## src/rtl/skinny_sbox8_ti2_inv_reshare_ctrl.sv

```systemverilog
// Three-share threshold SKINNY-128 inverse 8-bit S-box: four registered NOR-XOR
// gate layers with fresh resharing randomness, under a one-in-flight valid/ready controller.
module skinny_sbox8_ti2_inv_reshare_ctrl (
  input  logic        clk,
  input  logic        rst,
  input  logic        in_valid,
  output logic        in_ready,
  input  logic [7:0]  si0,
  input  logic [7:0]  si1,
  input  logic [7:0]  si2,
  input  logic [23:0] r,
  output logic        out_valid,
  input  logic        out_ready,
  output logic [7:0]  bo0,
  output logic [7:0]  bo1,
  output logic [7:0]  bo2
);

  localparam int unsigned NBITS  = 8;
  localparam int unsigned NGATES = 8;

  typedef enum logic [2:0] {IDLE, L1, L2, L3, L4, DONE} state_t;

  state_t                        state;
  logic [NBITS-1:0]              s0_q, s1_q, s2_q;
  logic [NBITS-1:0][2:0]         o;
  logic [NGATES-1:0][2:0]        gd;
  logic [NGATES-1:0][2:0]        gq;
  logic [NBITS-1:0][2:0]         b;

  // Shared gate: z ^ NOR(a,b) on 3-share bits, products re-masked with 3 fresh bits.
  function automatic logic [2:0] ti_gate(input logic [2:0] a, input logic [2:0] bb,
                                         input logic [2:0] z, input logic [2:0] rr);
    logic [2:0] x, y, f;
    x = a ^ 3'b001;
    y = bb ^ 3'b001;
    f[0] = (x[1] & y[1]) ^ (x[1] & y[2]) ^ (x[2] & y[1]) ^ z[0] ^ rr[0] ^ rr[1];
    f[1] = (x[2] & y[2]) ^ (x[0] & y[2]) ^ (x[2] & y[0]) ^ z[1] ^ rr[1] ^ rr[2];
    f[2] = (x[0] & y[0]) ^ (x[0] & y[1]) ^ (x[1] & y[0]) ^ z[2] ^ rr[2] ^ rr[0];
    return f;
  endfunction

  always_comb begin
    for (int i = 0; i < NBITS; i++) begin
      o[i] = {s2_q[i], s1_q[i], s0_q[i]};
    end
  end

  assign gd[0] = ti_gate(o[3],  o[1],  o[0], r[2:0]);
  assign gd[1] = ti_gate(o[7],  o[6],  o[4], r[5:3]);
  assign gd[2] = ti_gate(o[2],  o[7],  o[1], r[8:6]);
  assign gd[3] = ti_gate(o[6],  o[5],  o[7], r[11:9]);
  assign gd[4] = ti_gate(o[5],  gq[1], o[3], r[14:12]);
  assign gd[5] = ti_gate(gq[1], gq[0], o[5], r[17:15]);
  assign gd[6] = ti_gate(gq[0], gq[4], o[2], r[20:18]);
  assign gd[7] = ti_gate(gq[2], gq[6], o[6], r[23:21]);

  // Controller: one operation in flight, result held until consumed.
  always_ff @(posedge clk or posedge rst) begin
    if (rst) begin
      state     <= IDLE;
      in_ready  <= 1'b1;
      out_valid <= 1'b0;
      s0_q      <= '0;
      s1_q      <= '0;
      s2_q      <= '0;
    end else begin
      case (state)
        IDLE: begin
          if (in_valid) begin
            s0_q     <= si0;
            s1_q     <= si1;
            s2_q     <= si2;
            in_ready <= 1'b0;
            state    <= L1;
          end
        end
        L1: state <= L2;
        L2: state <= L3;
        L3: state <= L4;
        L4: begin
          state     <= DONE;
          out_valid <= 1'b1;
        end
        DONE: begin
          if (out_ready) begin
            state     <= IDLE;
            out_valid <= 1'b0;
            in_ready  <= 1'b1;
          end
        end
        default: begin
          state     <= IDLE;
          out_valid <= 1'b0;
          in_ready  <= 1'b1;
        end
      endcase
    end
  end

  // Only the active layer's registers load, so r is consumed in L1..L4 only.
  always_ff @(posedge clk or posedge rst) begin
    if (rst) begin
      gq <= '0;
    end else begin
      case (state)
        L1:      gq[3:0] <= gd[3:0];
        L2:      gq[5:4] <= gd[5:4];
        L3:      gq[6]   <= gd[6];
        L4:      gq[7]   <= gd[7];
        default: ;
      endcase
    end
  end

  assign b = {gq[2], gq[6], gq[3], gq[7], gq[1], gq[0], gq[4], gq[5]};

  always_comb begin
    for (int i = 0; i < NBITS; i++) begin
      bo0[i] = b[i][0];
      bo1[i] = b[i][1];
      bo2[i] = b[i][2];
    end
  end

endmodule

```

## config.mk

```make
export PLATFORM = sky130hd
export DESIGN_NAME = skinny_sbox8_ti2_inv_reshare_ctrl
export DESIGN_NICKNAME = d
export VERILOG_FILES = /design/src/rtl/skinny_sbox8_ti2_inv_reshare_ctrl.sv
export SDC_FILE = /design/constraint.sdc
export NUM_CORES = 1
export LEC_CHECK = 0
export CAP_MARGIN = 20
export CELL_PAD_IN_SITES_DETAIL_PLACEMENT = 1
export CELL_PAD_IN_SITES_GLOBAL_PLACEMENT = 1
export CORE_MARGIN = 2
export CORE_UTILIZATION = 35
export DETAILED_ROUTE_END_ITERATION = 7
export GPL_TIMING_DRIVEN = 0
export HOLD_SLACK_MARGIN = 0.15
export PLACE_DENSITY_LB_ADDON = 0.1
export SYNTH_ARGS = -nofsm -noshare
export SYNTH_HDL_FRONTEND = slang
export SYNTH_SLANG_ARGS = --single-unit
```

## constraint.sdc

```tcl
create_clock -name clk -period 1.73 [get_ports clk]
set_clock_uncertainty 0.05 [all_clocks]
set_input_delay 0.4325 -clock clk [delete_from_list [all_inputs] [get_ports clk]]
set_output_delay 0.4325 -clock clk [all_outputs]
set_load 0.01 [all_outputs]
```

==> flow_summary.toml <==
[floorplanning]
start_util_pct = 36.24
core_mm2 = 0.009864
std_cell_rows = 36
pin_count = 78
die_h_um = 105.1
die-area_mm2 = 0.01104
fp.dieW_um = 105.1

[synthesis]
synth_area_mm2 = 0.003575
synth_fp_nets = 420
synth_edf_count = 0
ys_types = 47
yosys_warnings = 0
ys_ff_latch = 53
syn_area_per_cell_um2 = 9.714
ys_seq_area_share_pct = 37.14
async_reset_ff_share_pct = 100.0
synth_flop_cell = "dfrtp_1"
synthCells = 368

[detailed_routing]
drt_first_pass_iters = 4
drt-initial-drc-count = 67
antenna_left = 0
routedWlPerCell_um = 16.43
routed-via-count = 3058
vias_per_cell = 5.097
drcViolationCount = 0
finalWirelength_um = 9855

[placed_design]
port_buffers = 77
hpwl_um = 7583
placed_area_mm2 = 0.004536
gp_congestion = 0.7672

[worst_setup_path]
worstSetupStartpointType = "flop"
path_buf_inv = 1
crit_path_cell_trace = "clkdlybuf4s50_1"
required_ps = 1250
critPathKind = "flop to output port"
cp_top_family = "buffers and inverters"
endpoint_kind = "output port"
worst_ep_arrival_time_ps = 1210
r2r_setup_slack_ps = 60
cpMaxStageDelayCell = "clkdlybuf4s50_1"
slowest_delay_ps = 540
worst-path-max-fanout = 2

[finish]
stdcell_area_mm2 = 0.004810
finish.utilization_pct = 48.76
final_cell_mix = "53 x clkdlybuf4s50_1, 41 x dfrtp_1, 38 x xnor2_1, 37 x nand2_1, 30 x mux2_2"
syn2layout_area_growth_pct = 34.55
drive_gt1_share_pct = 21.20
fillers = 1145
layout_commonest_cell = "clkdlybuf4s50_1"
n_antenna_cell = 0
layout.nets = 518

[clocking]
clk_latency_ps = 310
cts_root_buf = "clkbuf_8"
numCtsBuffers = 5
cts_tree = "built"
clk_pin_slew_worst_paths_ps = 100
h-tree-depth = 2
cts.path.max_buffers = 2
clock-sinks = 53

[flow_run]
maxCapViolations = 0

[run_status]
status = "finished clean"

[global_routing]
grt_overflow = 0
antenna_found_initial = 0
grt_pass1_vias = 3118
grtUsageTotal_pct = 18.39
grt_max_degree = 29
grt_pass1_wl_um = 16080

[pwr]
power_frac_seq_pct = 27.4
p_per_area_mw_per_mm2 = 1909
max-vdd-ir-drop_uv = 541.9
pwr-share-clk_pct = 8.7
comb_power_share_pct = 63.9
leakagePower_nw = 2.100
p_int_w = 0.005236
p_sw_w = 0.003947
switching_share_pct = 42.98

[sta]
max_freq_mhz = 589.9
maxSlewViolCount = 0
min_period_ps = 1695
tightestPinTransition_ps = 606.2
rsz0062_at_grt = "false"
setup-violations-final = 0
slew_headroom_pct = 59.50
hold_violations = 0
timing.final.crit_share_pct = 97.98

[worst_hold_path]
hold_path_class = "flop to flop"
[kinds of logic (layout without fill, tap and decap cells)]
| group | Yosys count | in the layout | share of synthesized area (%) |
|---|---|---|---|
| AND/OR/NAND/NOR | 115 | 115 | 17.96 |
| XOR/XNOR | 59 | 59 | 14.46 |
| multiplexers | 30 | 30 | 9.450 |
| flip-flops | 53 | 53 | 37.14 |
| AO/OA/AOI/OAI | 82 | 82 | 16.28 |
| buffers and inverters | 29 | 128 | 4.725 |
[power by group through the flow]
stage / registers, W / clock network, W / logic [W]
6_report: 0.00251 / 0.000799 / 0.00587
5_1_grt: 0.00262 / 0.000876 / 0.00647
2_1_floorplan: 0.00258 / 0 / 0.00380
3_5_place_dp: 0.00267 / 0 / 0.00556
3_3_place_gp: 0.00262 / 0 / 0.00543
4_1_cts: 0.00252 / 0.000821 / 0.00587
[synthesized netlist by cell type (5+ instances only)]
cell type,instances,area [um^2]
nor2b_1,15,93.84
o21ai_1,6,30.03
nor4bb_1,6,60.06
xnor2_1,38,332.8
buf_2,12,60.06
o21ai_0,16,80.08
and3_1,17,106.4
xor2_1,21,183.9
nor2_1,10,37.54
o211ai_1,6,45.04
inv_1,5,18.77
a21oi_1,17,85.08
a221oi_2,6,90.09
dfrtp_1,52,1301
mux2_2,30,337.8
nand2b_1,7,43.79
nand2_1,37,138.9
o31ai_1,11,82.58
nor4_1,5,31.28
[final cells by class]
class,instances,area [um^2],share of cell area [%]
multi-input combinational,286,2091,43.47
timing repair buffer,91,910.9,18.94
clock inverter,1,5.005,0.1041
inverter,5,22.52,0.4683
buffer,24,176.4,3.668
tap,133,166.4,3.460
sequential,53,1341,27.89
clock buffer,7,96.34,2.003
[stage by stage]
step           cells  worst slack (ps)  TNS [ps]  hold slack [ps]  power [W]
2_1_floorplan    368             200.4         0            422.4   0.006387
3_3_place_gp     578            -519.3    -19320            410.8   0.008054
3_5_place_dp     579            -488.7    -11120            419.9   0.008236
4_1_cts          599             2.069         0            434.0   0.009218
5_1_grt          600             5.037         0            470.4   0.009969
6_report         600             34.91         0            428.6   0.009183
[sequential cells by signal (all words and copies together), names as in the netlist]
register	flops
bo0	8
bo1	8
bo2	8
in_ready	1
out_valid	1
s0_q	8
s1_q	8
s2_q	8
state	3
[final timing paths]
kind,from,end,depth (start not counted)
setup / recovery,bo2[4],bo2[4],1
hold / removal,in_ready,in_ready,2
setup reg to reg,bo1[3],bo2[1],6
hold reg to reg,in_ready,in_ready,2
max in group asynchronous,rst,in_ready,3
min in group asynchronous,rst,s0_q[4],2
[repair_timing]
| item | in CTS | in global routing |
|---|---|---|
| endpoints found under the setup margin | 36 | 37 |
| setup buffers | 12 | 1 |
| gates resized for setup | 21 | 26 |
| hold buffers | 0 | 0 |
| pin swaps | 1 | 3 |
| endpoints found under the hold margin | 0 | 0 |
[metal layers]
metal	share of wire, %	track usage [%]	routed length, um	up-vias
met1	47	24.44	4643	1499
met3	2.8	2.558	275	6
met4	0.59	3.714	58	0
met2	49	31.86	4877	51
li1	-	-	-	1502
met5	0	0	0	-
[worst min-delay path: stages, from the launching register on]
cell and delay, ps:
dfstp_2 390, inv_1 50, a21oi_1 50
No activity file was read; power rests on OpenSTA's default activity.
